==> config.mk <==
export PLATFORM = sky130hd
export DESIGN_NAME = mode_seq
export DESIGN_NICKNAME = d
export VERILOG_FILES = /design/src/rtl/mode_seq.sv
export SDC_FILE = /design/constraint.sdc
export NUM_CORES = 1
export LEC_CHECK = 0
export CORE_ASPECT_RATIO = 0.75
export CORE_MARGIN = 2
export CORE_UTILIZATION = 50
export CTS_CLUSTER_DIAMETER = 80
export DETAILED_ROUTE_END_ITERATION = 16
export PLACE_DENSITY = 0.76
export SYNTH_ARGS = -nofsm -noshare
export SYNTH_HDL_FRONTEND = slang
export SYNTH_SLANG_ARGS = --single-unit
==> constraint.sdc <==
create_clock -name clk -period 5.3 [get_ports clk]
set_clock_uncertainty 0.05 [all_clocks]
set_input_delay 1.325 -clock clk [delete_from_list [all_inputs] [get_ports clk]]
set_output_delay 1.325 -clock clk [all_outputs]
set_load 0.01 [all_outputs]
==> src/rtl/mode_seq.sv <==
// Mode sequencer: commands a worker block, accumulates LEN result beats per
// transaction and reports completion with a one-cycle pulse.
package mytypes;
  typedef enum logic {start, done} mode_t;
endpackage

module mode_seq
  import mytypes::mode_t;
  import mytypes::start;
  import mytypes::done;
#(
  parameter int unsigned LEN = 4
) (
  input  logic        clk,
  input  logic        rst,
  input  logic        go,
  input  logic        abort,
  output mode_t       mode,
  input  logic [7:0]  data_in,
  input  logic        data_vld,
  output logic        busy,
  output logic [15:0] sum,
  output logic [7:0]  cnt,
  output logic        result_valid
);

  localparam int unsigned CNT_W = 8;
  localparam int unsigned SUM_W = 16;
  localparam logic [CNT_W-1:0] LEN_C = CNT_W'(LEN);

  typedef enum logic [1:0] {IDLE, RUN, REPORT} state_t;

  state_t           r_state;
  logic [CNT_W-1:0] w_cnt_inc;

  assign w_cnt_inc = cnt + CNT_W'(1);

  // State and all outputs advance together so every output is a flop.
  always_ff @(posedge clk) begin
    if (rst) begin
      r_state      <= IDLE;
      mode         <= done;
      busy         <= 1'b0;
      result_valid <= 1'b0;
      sum          <= '0;
      cnt          <= '0;
    end else begin
      result_valid <= 1'b0;
      case (r_state)
        IDLE: begin
          if (go) begin
            r_state <= RUN;
            mode    <= start;
            busy    <= 1'b1;
            sum     <= '0;
            cnt     <= '0;
          end
        end
        RUN: begin
          // Abort wins over a same-cycle beat; partial totals stay visible.
          if (abort) begin
            r_state <= IDLE;
            mode    <= done;
            busy    <= 1'b0;
          end else if (data_vld) begin
            sum <= sum + SUM_W'(data_in);
            cnt <= w_cnt_inc;
            if (w_cnt_inc == LEN_C) begin
              r_state      <= REPORT;
              mode         <= done;
              result_valid <= 1'b1;
            end
          end
        end
        REPORT: begin
          r_state <= IDLE;
          busy    <= 1'b0;
        end
        default: begin
          r_state <= IDLE;
          mode    <= done;
          busy    <= 1'b0;
        end
      endcase
    end
  end

endmodule

==> impl_metrics.json <==
{
  "status": "finished clean",
  "num_antenna_cells": 0,
  "fin_crit_sh": 0.642,
  "synth_async_sr_flop_share": 0,
  "std_cell_rows": 18,
  "slew_headroom": 0.291,
  "antenna_found_initial": 0,
  "critPathTopFamily": "simple AND/OR/NAND/NOR gates",
  "detail_route.vias_per_cell": 5.83,
  "power.share.sequential": 0.483,
  "slew_violations": 0,
  "cts_setup_buffers": 0,
  "yosysSeqAreaShare": 0.318,
  "worst_ep_arrival_time_ns": 3.57,
  "layout.filler_cells": 305,
  "fp.coreArea_sq_mm": 0.00338,
  "cpPeakStageDelay_ns": 0.49,
  "register_area_sq_um": 581,
  "power_switching_uw": 124,
  "setup_violations": 0,
  "clk_path_buf_depth": 2,
  "cts-resized-gates": 0,
  "netlist-cell-type-count": 52,
  "wl_met3_um": 247,
  "finalHoldViolations": 0,
  "fin_cells": 294,
  "worst-slew-pin-transition_ns": 1.06,
  "detailroute.via_count": 1714,
  "grt_pass1_wl_mm": 7.36,
  "post-route-drc-count": 0,
  "min_period_ns": 3.40,
  "pwr-share-clk": 0.377,
  "hold_path.startpoint": "sum[15]",
  "floorplan.die_area_sq_mm": 0.00415,
  "grt_setup_unrepaired": "no",
  "hpwlAfterDp_mm": 3.19,
  "synthesis.instances": 216,
  "crit-reg2reg-capture": "sum[12]",
  "critical_path_buf_inv_count": 2,
  "place.port_buffers": 39,
  "globalplace.congestion": 0.804,
  "syn_area_per_cell_sq_um": 8.44,
  "critical_path.startpoint_type": "primary input",
  "crit_path_end_kind": "flip-flop",
  "grt_use_total": 0.230,
  "power_density_mw_per_mm2": 205,
  "critical_path.reg2reg.startpoint": "sum[0]",
  "reg2reg_slack_ns": 3.05,
  "synth-main-ff-cell": "dfxtp_1",
  "cts-hold-fix-buffers": 0,
  "met2_wirelength_mm": 1.73,
  "hold_path_end": "sum[15]",
  "final_net_count": 277,
  "power.share.switching": 0.264,
  "syn-cell-area_sq_mm": 0.00182,
  "synth_nets": 240,
  "tns_ns": 0,
  "globalRoute.totalOverflow": 0,
  "routed_wl_mm": 4.42,
  "tritoncts": "yes",
  "detailed_routing_iterations_pass_1": 4,
  "detail_route.wl_per_cell_um": 15.0,
  "synth.yosys.warnings": 0,
  "drv_cap": 0,
  "initial_utilization": 0.540,
  "hold_path_class": "reg2reg",
  "route.antenna.remaining_nets": 0,
  "met1_length_mm": 2.37,
  "yosys_register_bits": 29,
  "worst-path-max-fanout": 8,
  "min_path_cells": 2,
  "flow.area_growth_from_synthesis_pct": 25.7,
  "clk_latency_ns": 0.29,
  "vdd_drop_max_mv": 0.172,
  "highest-signal-layer": "met4",
  "synth_edf_count": 0,
  "reg2reg_depth": 8,
  "pwr-share-comb": 0.141,
  "worst_path_clk_slew_ns": 0.07,
  "grt_start_max_net_pins": 33,
  "design.portCount": 40,
  "post_route_cells_drive_above_1_share": 0.0591,
  "worstSetupPathType": "in2reg",
  "drt_iter0_markers": 119,
  "leakage_nw": 0.808,
  "cts_root_buf": "clkbuf_8",
  "master_of_the_slowest_instance_on_the_critical_path": "or4_1",
  "fmax_mhz": 294,
  "clock_sink_count": 29,
  "die-width_um": 73.7,
  "path_depth": 9,
  "ctsHtreeMaxLevel": 2,
  "most_common_library_cell_in_the_layout_ignoring_fill_and_taps": "clkdlybuf4s50_1",
  "fp.dieH_um": 56.3,
  "multiInputGateArea_sq_mm": 0.00116,
  "layout.cells.most_common_list": "clkdlybuf4s50_1 (39), dfxtp_1 (29), a21oi_1 (22)",
  "placed_cells_incl_taps": 286,
  "cts-buffers-inserted": 5,
  "p_int_uw": 345,
  "cp.required_ns": 5.47,
  "crit_path_cell_trace": "clkdlybuf4s50_1 > ha_1 > inv_1 > fa_1 > nor2b_1 > o31a_1 > o31ai_2 > or4_1 > a21oi_1",
  "first_global_vias": 1528
}
[metal layers]
metal,global-route usage,vias up
li1,-,881
met1,0.355,782
met2,0.291,44
met3,0.0700,7
met4,0.0883,0
met5,0,-
[worst max path at each step]
| stage | start | to | slack (ns) |
|---|---|---|---|
| after global placement | data_in[0] | sum[12] | 1.69 |
| after detailed placement | data_in[0] | sum[12] | 1.65 |
| after floorplan | data_in[0] | sum[12] | 2.26 |
| after global routing | data_in[0] | sum[12] | 1.75 |
| after CTS | data_in[0] | sum[12] | 1.91 |
| final | data_in[0] | sum[12] | 1.90 |
[metrics by stage]
| step | total power, mW | util | setup WS, ns | cell area (sq um) | hold WS [ns] |
|---|---|---|---|---|---|
| finish | 0.469 | 0.678 | 1.90 | 2290 | 0.422 |
| global route | 0.487 | 0.678 | 1.75 | 2290 | 0.448 |
| CTS | 0.471 | 0.678 | 1.91 | 2290 | 0.428 |
| detailed placement | 0.296 | 0.654 | 1.65 | 2210 | 0.415 |
| global placement | 0.296 | 0.654 | 1.69 | 2210 | 0.413 |
| floorplan | 0.273 | - | 2.26 | 1820 | 0.437 |
[worst min-delay path, cell delays in order, from the launching register on]
cell	delay (ns)
dfxtp_1	0.32
nand2_1	0.05
mux2i_1	0.05
[synthesized netlist by cell type (2+ instances only)]
library cell | instances | area share
or3_1 | 8 | 0.027
nand3_1 | 11 | 0.030
a2111oi_0 | 3 | 0.014
o31ai_1 | 2 | 0.0082
a311oi_1 | 2 | 0.0096
o21a_1 | 2 | 0.0082
ha_1 | 10 | 0.069
nand3b_1 | 5 | 0.021
a211oi_1 | 3 | 0.012
and3_1 | 4 | 0.014
nor3b_1 | 2 | 0.0082
or4_1 | 5 | 0.021
inv_1 | 8 | 0.016
xor2_1 | 2 | 0.0096
nand2b_1 | 4 | 0.014
nand2_1 | 14 | 0.029
a21oi_1 | 22 | 0.060
nor2_1 | 18 | 0.037
a31oi_1 | 2 | 0.0069
buf_6 | 2 | 0.012
nor3_1 | 5 | 0.014
clkbuf_1 | 4 | 0.0082
mux2i_1 | 4 | 0.022
a21boi_0 | 2 | 0.0082
buf_2 | 3 | 0.0082
dfxtp_1 | 29 | 0.32
o21ai_0 | 12 | 0.033
o211ai_1 | 2 | 0.0082
nor2b_1 | 3 | 0.010
[state kept, by name (all words and copies together) (netlist names)]
signal / cells
busy: 1
cnt: 8
mode: 1
r_state: 2
result_valid: 1
sum: 16
[logic make-up (layout without fill, tap and decap cells)]
kind of cell	after synthesis	count (layout)	share of synthesized area
adder cells (fa/ha/maj)	11	11	0.0796
AND/OR/NAND/NOR	90	90	0.299
AO/OA/AOI/OAI	63	63	0.226
buffers and inverters	17	55	0.0453
multiplexers	4	4	0.0220
XOR/XNOR	2	2	0.00961
flip-flops	29	29	0.318
[power by group through the flow]
stage / sequential, mW / clock [mW] / combinational [mW]
2_1_floorplan: 0.231 / 0 / 0.0422
3_3_place_gp: 0.231 / 0 / 0.0645
3_5_place_dp: 0.231 / 0 / 0.0651
4_1_cts: 0.227 / 0.179 / 0.0655
5_1_grt: 0.227 / 0.187 / 0.0725
6_report: 0.226 / 0.177 / 0.0659
[cell type report]
type,instances,share of cell area
clock buffers,8,0.0350
inverters,8,0.0131
multi-input cells,170,0.506
flip-flops and latches,29,0.253
well taps,40,0.0218
repair buffers,39,0.170
Note: power is estimated with default switching activity, not from simulation.
